$ cat src/rtl/dmem_pkg.sv
// Shared types and helpers for the data-memory arbiter.
package dmem_pkg;

    typedef enum logic [1:0] {
        IDLE = 2'd0,
        OWN0 = 2'd1,
        OWN1 = 2'd2
    } arb_state_t;

    localparam int WORD_BYTES = 4;

    // Only the byte-offset bits matter; callers pass addr[1:0].
    function automatic logic is_aligned(input logic [1:0] addr_lsb);
        return (addr_lsb & 2'(WORD_BYTES - 1)) == 2'b00;
    endfunction

endpackage

$ cat src/rtl/dmem_arbiter_rr_grant2.sv
// Two-input round-robin tie-break: on a tie, the requester that did not win last time is picked.
module rr_grant2 (
    input  logic [1:0] i_req,
    input  logic       i_last_grant,
    output logic       o_any,
    output logic       o_grant
);

    always_comb begin
        o_any = |i_req;
        if (i_req == 2'b11) begin
            o_grant = ~i_last_grant;
        end else begin
            o_grant = i_req[1];
        end
    end

endmodule

$ cat src/rtl/dmem_arbiter.sv
// Two-requester arbiter/sequencer for a single-port data memory with a combinational read.
// Zero-latency grant from IDLE, bounded burst hold, registered read/error responses.
module dmem_arbiter
    import dmem_pkg::*;
#(
    parameter int ADDR_W    = 32,
    parameter int MAX_BURST = 4
) (
    input  logic              clk,
    input  logic              rst_n,
    input  logic [1:0]        req_valid,
    output logic [1:0]        req_ready,
    input  logic [ADDR_W-1:0] req_addr0,
    input  logic [ADDR_W-1:0] req_addr1,
    input  logic [1:0]        req_we,
    input  logic [31:0]       req_wdata0,
    input  logic [31:0]       req_wdata1,
    output logic [1:0]        resp_valid,
    output logic [31:0]       resp_rdata,
    output logic              resp_err,
    output logic [ADDR_W-1:0] mem_addr,
    output logic              mem_we,
    output logic [31:0]       mem_wdata,
    input  logic [31:0]       mem_rdata
);

    localparam int               CNT_W      = 4;
    localparam logic [CNT_W-1:0] BURST_MAX  = CNT_W'(MAX_BURST);
    localparam logic [CNT_W-1:0] BURST_LAST = CNT_W'(MAX_BURST - 1);

    arb_state_t        r_state;
    arb_state_t        w_state_nxt;
    logic              r_last_grant;
    logic              w_last_grant_nxt;
    logic [CNT_W-1:0]  r_burst_cnt;
    logic [CNT_W-1:0]  w_burst_cnt_nxt;
    logic [1:0]        r_resp_valid;
    logic [31:0]       r_resp_rdata;
    logic              r_resp_err;

    logic              w_rr_any;
    logic              w_rr_grant;
    logic              w_has_owner;
    logic              w_owner;
    logic              w_owner_valid;
    logic              w_other_valid;
    logic              w_aligned;
    logic              w_xfer;
    logic              w_switch;
    logic [ADDR_W-1:0] w_owner_addr;

    rr_grant2 u_rr_grant2 (
        .i_req        (req_valid),
        .i_last_grant (r_last_grant),
        .o_any        (w_rr_any),
        .o_grant      (w_rr_grant)
    );

    // In IDLE the owner is picked combinationally so a request is accepted the cycle it appears.
    always_comb begin
        // NOTE: every combinational output gets a default first so no path infers a latch.
        w_has_owner = 1'b0;
        w_owner     = 1'b0;
        if (rst_n) begin
            case (r_state)
                IDLE: begin
                    w_has_owner = w_rr_any;
                    w_owner     = w_rr_grant;
                end
                OWN0: begin
                    w_has_owner = 1'b1;
                    w_owner     = 1'b0;
                end
                OWN1: begin
                    w_has_owner = 1'b1;
                    w_owner     = 1'b1;
                end
                default: begin
                    w_has_owner = 1'b0;
                    w_owner     = 1'b0;
                end
            endcase
        end
    end

    assign w_owner_valid = req_valid[w_owner];
    assign w_other_valid = req_valid[~w_owner];
    assign w_owner_addr  = w_owner ? req_addr1 : req_addr0;
    assign w_aligned     = is_aligned(w_owner_addr[1:0]);
    assign w_xfer        = w_has_owner & w_owner_valid;
    // Counter saturates, so ">=" also covers a waiter that shows up after saturation.
    assign w_switch      = w_xfer & w_other_valid & (r_burst_cnt >= BURST_LAST);

    assign req_ready = w_has_owner ? (w_owner ? 2'b10 : 2'b01) : 2'b00;
    assign mem_addr  = w_has_owner ? w_owner_addr : '0;
    assign mem_wdata = w_has_owner ? (w_owner ? req_wdata1 : req_wdata0) : '0;
    assign mem_we    = w_xfer & req_we[w_owner] & w_aligned;

    always_comb begin
        w_state_nxt      = r_state;
        w_last_grant_nxt = r_last_grant;
        w_burst_cnt_nxt  = r_burst_cnt;
        if (w_has_owner) begin
            if (!w_owner_valid) begin
                w_state_nxt      = IDLE;
                w_last_grant_nxt = w_owner;
                w_burst_cnt_nxt  = '0;
            end else if (w_switch) begin
                w_state_nxt      = w_owner ? OWN0 : OWN1;
                w_last_grant_nxt = w_owner;
                w_burst_cnt_nxt  = '0;
            end else begin
                w_state_nxt = w_owner ? OWN1 : OWN0;
                if (r_burst_cnt != BURST_MAX) begin
                    w_burst_cnt_nxt = r_burst_cnt + CNT_W'(1);
                end
            end
        end
    end

    always_ff @(posedge clk or negedge rst_n) begin
        if (!rst_n) begin
            r_state      <= IDLE;
            r_last_grant <= 1'b1;
            r_burst_cnt  <= '0;
            r_resp_valid <= 2'b00;
            r_resp_rdata <= '0;
            r_resp_err   <= 1'b0;
        end else begin
            // NOTE: non-blocking assignments so every register samples pre-edge values.
            r_state      <= w_state_nxt;
            r_last_grant <= w_last_grant_nxt;
            r_burst_cnt  <= w_burst_cnt_nxt;
            r_resp_valid <= 2'b00;
            if (w_xfer && (!req_we[w_owner] || !w_aligned)) begin
                r_resp_valid <= w_owner ? 2'b10 : 2'b01;
                r_resp_rdata <= w_aligned ? mem_rdata : 32'h0;
                r_resp_err   <= ~w_aligned;
            end
        end
    end

    assign resp_valid = r_resp_valid;
    assign resp_rdata = r_resp_rdata;
    assign resp_err   = r_resp_err;

endmodule

$ cat config.mk
export PLATFORM = sky130hd
export DESIGN_NAME = dmem_arbiter
export DESIGN_NICKNAME = d
export VERILOG_FILES = /design/src/rtl/dmem_pkg.sv /design/src/rtl/dmem_arbiter_rr_grant2.sv /design/src/rtl/dmem_arbiter.sv
export SDC_FILE = /design/constraint.sdc
export NUM_CORES = 1
export LEC_CHECK = 0
export BUFFER_PORTS_ARGS = -buffer_cell sky130_fd_sc_hd__buf_2
export CAP_MARGIN = 30
export CORE_AREA = 3 3 104 106
export DETAILED_ROUTE_END_ITERATION = 12
export DIE_AREA = 0 0 107 109
export GPL_TIMING_DRIVEN = 0
export HOLD_SLACK_MARGIN = 0.03
export PLACE_DENSITY_LB_ADDON = 0.15
export SLEW_MARGIN = 20
export SYNTH_ARGS = -nofsm -noshare
export SYNTH_HDL_FRONTEND = slang
export SYNTH_SLANG_ARGS = --single-unit
$ cat constraint.sdc
create_clock -name clk -period 3 [get_ports clk]
set_clock_uncertainty 0.05 [all_clocks]
set_input_delay 0.45 -clock clk [delete_from_list [all_inputs] [get_ports clk]]
set_output_delay 0.45 -clock clk [all_outputs]
set_load 0.01 [all_outputs]
==> out/qor.txt, run 1 <==
site row count: 36
DP Worst Slack: -0.441 ns
TritonCTS clock tree: built
H-tree lvl count: 2
Avg WL per Cell: 16.0 um
max_cap viols: 0
RSZ-0062 raised after global routing: no
routed wire length: 12200 um
number of global-route vias before repair: 3408
Hold Fails Final Rpt: 0
GRT Util Overall: 0.192
min-delay worst type: input pin to async pin
layout cell share with drive strength beyond 1: 0.463
Netlist Area Pre-Place: 0.00272 mm2
die area: 0.0117 mm2
post-synthesis compound-gate area fraction: 0.289
vias per inst: 4.66
CP max stage cell: dfrtp_1
Ports: 268
Worst Path Class, Setup: register to output pin
placed cell count: 755
Synth Area in XOR/XNOR: 0.00965
synth cell count leaders: nand2_1 (134), a21oi_1 (66), dfrtp_1 (41)
top post-synthesis cells by area: dfrtp_1 (38%), nand2_1 (18%), a21oi_1 (12%)
leak pwr: 2.50 nW
CP Data Arrival Time: 2.30 ns
worst-path fanout max: 10
largest family of logic cells by synthesized area: compound AO/OA/AOI/OAI gates
Post-DP HPWL: 10100 um
initial core utilization: 0.276
DR DRC count: 0
Max Fclk: 0.358 GHz
pin count of the biggest net entering global routing: 44
Synth Flop Type: dfrtp_1
setup bufs post-CTS: 0
post-synth top area share: 0.377
post-synthesis mux area share: 0.00414
P per Cell Area: 799 mW/mm2
Worst-Margin Slew: 0.664 ns
top cell family by delay on the critical path: buffers and inverters
I/O Buffers: 267
Synth Area in Simple Gates: 0.222
final net count: 798
max_slew headroom: 0.552
ANT nets after route: 0
Worst Setup Slack, final: 0.204 ns
fin crit period: 2.80 ns
die height: 109 um
Clock Sinks: 42
status: completed
Gate Count Post-Synth: 355
ordered cell list for the critical path: inv_1 > ha_1 > a31oi_4 > clkbuf_1 > nand2_1 > a21oi_1 > buf_2
post-layout util: 0.442
clock slew at reported path FFs: 0.08 ns
# diodes: 0
startpoint types: register
Post-Synth Adder-Cell Area: 0.0230
Max clock buf depth: 2
drt pass-1 iters: 4
post-synthesis sequential area ratio: 0.386
vias: 3548
Layout Cells excl Fill: 761
Crit path buffers/inverters: 3
Pins Over Slew Limit: 0
1st-iter DRT viols: 279
slowest stage delay, CP: 0.39 ns
EDFF count, synth: 0
ys async rst share: 1.00
Final Setup Violations: 0
worst endpoint required time: 2.50 ns
number of synthesis warnings: 0
Post-DP Area: 0.00423 mm2
VDD IR-drop max: 0.000350 V
Worst setup EP type: output pin
count leader, synth: nand2_1
CTS root buffer: clkbuf_8
Synth cell types: 37
CTS Buf Count: 5
Core Region: 0.00986 mm2
design area: 0.00436 mm2
Fillers: 1034
first-pass GRT wire length: 17800 um
final worst-path cycle share: 0.932
Syn Area/Cell: 7.67 um2
Synth-to-Final Area Change: 60.1%
initial antenna violation count: 0
die width: 107 um
GPL Wtd Cong: 0.795
setup TNS: 0 ns
Clock Latency Late Sink: 0.29 ns
number of synthesized register bits: 42
Yosys top cell by area: dfrtp_1
grt total ovfl: 0
syn nets: 526
## kinds of logic after synthesis
family | count (synthesis)
XOR/XNOR | 3
multiplexers | 1
buffers and inverters | 33
adder cells (fa/ha/maj) | 5
AND/OR/NAND/NOR | 153
AO/OA/AOI/OAI | 118
flip-flops | 42
## report_power, final
group | leakage, nW | total (W) | switching [W] | internal, W
clock | 0.0514 | 0.000440 | 0.000192 | 0.000248
sequential | 0.566 | 0.000872 | 0.000110 | 0.000762
combinational | 1.89 | 0.00217 | 0.00131 | 0.000863
total | 2.50 | 0.00348 | 0.00161 | 0.00187
## worst reg2reg max path: cells and delay by family, from the launching register on
family / cells / cell delay, ns
buf+inv: 2 / 0.31
fa+ha+maj: 1 / 0.29
compound gates: 3 / 1.14
simple gates: 1 / 0.26
flops: 1 / 0.41
## through the flow
step	power [W]	hold WS, ns
floorplan	0.00218	0.104
global placement	0.00300	0.432
detailed placement	0.00305	0.436
CTS	0.00351	0.105
global route	0.00379	0.0304
finish	0.00348	0.0113
## registers in the layout, indices dropped and copies added (netlist names)
name and cells:
resp_rdata 32, r_burst_cnt 4, r_state 2, resp_valid 2, r_last_grant 1, resp_err 1
## area by class of cell
cell class | count | area, um2 | share of cell area
flip-flops and latches | 42 | 1050 | 0.241
well taps | 133 | 166 | 0.0382
clock inverters | 2 | 37.5 | 0.00861
inverters | 5 | 18.8 | 0.00431
repair buffers | 267 | 1340 | 0.308
clock buffers | 6 | 72.6 | 0.0166
plain buffers | 26 | 156 | 0.0359
multi-input cells | 280 | 1510 | 0.347
## cells in the final DEF (no fill, tap or decap), drive strengths merged, types with 2 or more instances in the layout
master	instances
a211o	2
o211ai	2
nor2	10
buf	275
xnor2	3
a31oi	2
a21oi	66
a22o	34
inv	5
dfrtp	41
nand2	134
ha	5
clkbuf	24
o21ai	3
## layer usage
metal  global-route usage  up-vias  part of all wire
met1                0.243     1622              0.40
met3               0.0574        9             0.095
li1                     -     1762                 -
met5                    0        -                 0
met2                0.326      155              0.49
met4               0.0402        0             0.012
## worst paths after layout
path	from	to	slack, ns	depth (start not counted)
max	r_state[0]	mem_wdata[14]	0.20	7
min	rst_n	resp_rdata[2]	0.01	1
max reg2reg	r_state[0]	resp_rdata[24]	0.49	7
min reg2reg	resp_rdata[1]	resp_rdata[1]	0.45	1
max in group asynchronous	rst_n	r_last_grant	2.55	1
min in group clk	mem_rdata[13]	resp_rdata[13]	0.32	2
## what timing repair did
item | in CTS | in global routing
resized for setup | 4 | 4
endpoints found under the setup margin | 65 | 14
hold buffers | 0 | 0
endpoints found under the hold margin | 0 | 0
cloned | 0 | 0
Note: power is estimated with default switching activity, not from simulation.
==> inputs of run 2 (changes only) <==
--- a/config.mk
+++ b/config.mk
@@ -7,5 +7,5 @@
 export LEC_CHECK = 0
 export BUFFER_PORTS_ARGS = -buffer_cell sky130_fd_sc_hd__buf_2
-export CAP_MARGIN = 30
+export CAP_MARGIN = 0
 export CORE_AREA = 3 3 104 106
 export DETAILED_ROUTE_END_ITERATION = 12
==> constraint.sdc (replaced) <==
create_clock -name clk -period 3 [get_ports clk]
set_clock_uncertainty 0.05 [all_clocks]
set_input_delay 0.75 -clock clk [delete_from_list [all_inputs] [get_ports clk]]
set_output_delay 0.75 -clock clk [all_outputs]
set_load 0.01 [all_outputs]
==> out/qor.txt, run 2 (synthesis gave the netlist of run 1 again) <==
Ports: 268
die height: 109 um
number of global-route vias before repair: 3420
Tot Pwr: 0.00361 W
routed wire length: 12400 um
Clock Latency Late Sink: 0.29 ns
fin crit period: 2.90 ns
routing usage on met3: 0.0527
Post-DP HPWL: 10100 um
# diodes: 0
Core Region: 0.00986 mm2
Synth-to-Final Area Change: 65.3%
leak pwr: 2.60 nW
final net count: 804
placed cell count: 755
met2 GRT Util: 0.332
Global Route met1 Usage: 0.251
drt pass-1 iters: 4
Seq pwr share: 0.242
max_cap viols: 0
max reg flops: 32
pin count of the biggest net entering global routing: 23
TritonCTS clock tree: built
most frequent cells in the layout: buf_2 (268), nand2_1 (134), a21oi_1 (62), dfrtp_1 (41), a22o_1 (34)
commonest non-fill, non-tap cell in the layout: buf_2
Clock Sinks: 42
1st-iter DRT viols: 248
switching part of the total: 0.453
GPL Wtd Cong: 0.795
initial core utilization: 0.276
site row count: 36
DR DRC count: 0
RSZ-0062 raised after global routing: yes
Worst-Margin Slew: 0.666 ns
initial antenna violation count: 0
layout cell share with drive strength beyond 1: 0.505
grt total ovfl: 0
Final Setup Violations: 0
CTS Buf Count: 5
clock share of power: 0.122
Layout Cells excl Fill: 767
setup TNS: 0 ns
Worst setup EP type: output pin
cts hold-fix bufs: 0
Hold Fails Final Rpt: 0
VDD IR-drop max: 0.000365 V
vias: 3598
status: completed
Internal: 0.00197 W
GR peak layer: met2
I/O Buffers: 267
combinational fraction of design power: 0.636
final worst-path cycle share: 0.966
P per Cell Area: 801 mW/mm2
GRT Util Overall: 0.196
CTS root buffer: clkbuf_8
worst endpoint required time: 2.20 ns
die width: 107 um
CP Data Arrival Time: 2.10 ns
Worst Path Class, Setup: input pin to output pin
clock slew at reported path FFs: 0.08 ns
sw power: 0.00164 W
vias per inst: 4.69
die area: 0.0117 mm2
worst-path fanout max: 10
ANT nets after route: 0
Max Fclk: 0.345 GHz
first-pass GRT wire length: 18000 um
startpoint types: input pin
H-tree lvl count: 2
min-delay worst type: input pin to async pin
Pins Over Slew Limit: 0
max_slew headroom: 0.551
Avg WL per Cell: 16.1 um
Max clock buf depth: 2
-- run 2: critical path, stage by stage --
cell and delay, ns:
buf_2 0.13, nand2_1 0.15, a31o_2 0.22, clkbuf_4 0.21, buf_2 0.23, nand2_1 0.08, a21oi_1 0.16, buf_2 0.16
-- run 2: area by class of cell --
| cell class | instances | area [um2] |
|---|---|---|
| tap | 133 | 166 |
| multi-input combinational | 280 | 1530 |
| clock inverter | 2 | 37.5 |
| clock buffer | 6 | 72.6 |
| fill | 1023 | 5370 |
| timing repair buffer | 271 | 1410 |
| sequential | 42 | 1050 |
| buffer | 28 | 204 |
| inverter | 5 | 18.8 |
-- run 2: worst paths after layout --
path,from,endpoint,slack [ns],cells past startpoint
min in group clk,resp_rdata[1],resp_rdata[1],0.45,1
max in group asynchronous,rst_n,r_burst_cnt[3],2.42,1
max reg2reg,r_state[0],resp_rdata[24],0.50,9
max,req_valid[0],mem_addr[17],0.10,8
min,rst_n,resp_rdata[8],0.21,1
min reg2reg,resp_rdata[1],resp_rdata[1],0.45,1
-- run 2: metal layers --
metal  part of all wire  vias to the layer above
li1                   -                     1771
met1               0.40                     1656
met3              0.095                        9
met5                  0                        -
met4              0.012                        0
met2               0.49                      162
-- run 2: power groups by stage --
stage	logic [W]	clock network [W]	registers (W)
global placement	0.00213	0	0.000873
detailed placement	0.00216	0	0.000882
CTS	0.00227	0.000454	0.000871
floorplan	0.00123	0	0.000950
finish	0.00229	0.000441	0.000871
global route	0.00254	0.000476	0.000899
-- run 2: what timing repair did --
item	in CTS	in global routing
buffers inserted	3	0
pin swaps	1	0
cloned	1	0
endpoints found under the setup margin	99	63
gates resized for setup	24	36
-- run 2: per-stage QoR --
stage | utilization | cell area [um2] | worst slack, ns | hold slack, ns
global placement | 0.428 | 4230 | -1.03 | 0.432
global route | 0.456 | 4500 | -0.0162 | 0.208
CTS | 0.452 | 4460 | 0.0113 | 0.210
detailed placement | 0.428 | 4230 | -1.04 | 0.436
floorplan | - | 2720 | 0.308 | 0.404
finish | 0.456 | 4500 | 0.101 | 0.212
==> inputs of run 3 (changes only) <==
CTS_BUF_LIST = sky130_fd_sc_hd__clkbuf_8 sky130_fd_sc_hd__clkbuf_16   (was unset)
==> out/qor.txt, run 3 (synthesis gave the netlist of run 1 again) <==
status: completed
CP max stage cell: buf_2
first-pass GRT wire length: 18000 um
die width: 107 um
CP Data Arrival Time: 2.10 ns
Clock Latency Late Sink: 0.29 ns
Worst-Margin Slew: 0.666 ns
r2r worst-path depth: 9
number of global-route vias before repair: 3427
max_slew headroom: 0.551
min-delay worst type: input pin to async pin
H-tree lvl count: 2
GPL Wtd Cong: 0.795
pin count of the biggest net entering global routing: 23
CTS root buffer: clkbuf_8
vias: 3592
# diodes: 0
grt total ovfl: 0
initial core utilization: 0.276
Worst setup EP type: output pin
final net count: 804
clock slew at reported path FFs: 0.08 ns
I/O Buffers: 267
initial antenna violation count: 0
max_cap viols: 0
met3 routed wirelength: 1160 um
CTS Buf Count: 5
Avg WL per Cell: 16.1 um
max reg flops: 32
1st-iter DRT viols: 285
worst-path fanout max: 10
DR WL met2: 6050 um
Ports: 268
most used cell, CP: buf_2
Hold Fails Final Rpt: 0
slowest stage delay, CP: 0.23 ns
uppermost routed layer: met4
commonest non-fill, non-tap cell in the layout: buf_2
layout cell share with drive strength beyond 1: 0.505
Worst Path Class, Setup: input pin to output pin
final worst-path cycle share: 0.967
leak pwr: 2.60 nW
DR DRC count: 0
Layout Cells excl Fill: 767
VDD IR-drop max: 0.000365 V
Max clock buf depth: 2
post-layout util: 0.456
most frequent cells in the layout: buf_2 (268), nand2_1 (134), a21oi_1 (62), dfrtp_1 (41), a22o_1 (34)
TritonCTS clock tree: built
ordered cell list for the critical path: buf_2 > nand2_1 > a31o_2 > clkbuf_4 > buf_2 > nand2_1 > a21oi_1 > buf_2
GRT Util Overall: 0.196
die area: 0.0117 mm2
Pins Over Slew Limit: 0
die height: 109 um
placed cell count: 755
drt pass-1 iters: 4
wire length on met1: 5000 um
Clock Sinks: 42
Core Region: 0.00986 mm2
vias per inst: 4.68
Final Setup Violations: 0
startpoint types: input pin
worst endpoint required time: 2.20 ns
Max Fclk: 0.345 GHz
site row count: 36
P per Cell Area: 801 mW/mm2
Synth-to-Final Area Change: 65.3%
routed wire length: 12400 um
RSZ-0062 raised after global routing: yes
cts hold-fix bufs: 0
Post-DP HPWL: 10100 um
ANT nets after route: 0
fin crit period: 2.90 ns
run 3: changes by cell type in the layout (fill, tap and decap cells not counted), sizes merged:
cell	change
clkbuf	-1
inv	+1
run 3: what timing repair did:
action | CTS | global route
setup buffers | 3 | 0
gates cloned | 1 | 0
resized for setup | 24 | 36
pin swaps | 1 | 0
endpoints found under the hold margin | 0 | 0
setup endpoints to repair | 99 | 63
run 3: worst paths after layout:
kind | slack (ns) | to | startpoint
max | 0.10 | mem_addr[17] | req_valid[0]
min reg2reg | 0.45 | resp_rdata[1] | resp_rdata[1]
min in group clk | 0.45 | resp_rdata[1] | resp_rdata[1]
max in group asynchronous | 2.43 | r_burst_cnt[3] | rst_n
min | 0.21 | resp_rdata[8] | rst_n
max reg2reg | 0.51 | resp_rdata[24] | r_state[0]
run 3: through the flow:
step	TNS, ns	area, um2	hold WS (ns)	setup WS [ns]	power (W)
after global placement	-56.28	4230	0.432	-1.03	0.00300
after global routing	-0.0602	4500	0.207	-0.0162	0.00391
after floorplan	0	2720	0.404	0.308	0.00218
after CTS	0	4460	0.208	0.0113	0.00359
after detailed placement	-60.67	4230	0.436	-1.04	0.00305
final	0	4500	0.210	0.100	0.00360
run 3: worst max-delay path: cells and delay by family:
kind / cells / cell delay [ns]
AO/OA/AOI/OAI: 2 / 0.38
buffers and inverters: 4 / 0.74
AND/OR/NAND/NOR: 2 / 0.23
run 3: area by class of cell:
class	instances	area, um2
fillers	1023	5370
multi-input cells	280	1530
repair buffers	271	1410
flip-flops and latches	42	1050
plain buffers	28	204
well taps	133	166
clock buffers	5	68.8
clock inverters	3	41.3
inverters	5	18.8
run 3: power breakdown:
group          leakage [nW]  switching [W]  internal, W
Combinational          1.98        0.00133     0.000961
Clock                0.0556       0.000192     0.000245
Sequential            0.566       0.000110     0.000762
Total                  2.60        0.00164      0.00197
run 3: layer usage:
metal | vias to the layer above | GRT usage
li1 | 1770 | -
met1 | 1652 | 0.251
met2 | 161 | 0.332
met3 | 9 | 0.0527
met4 | 0 | 0.0402
met5 | - | 0
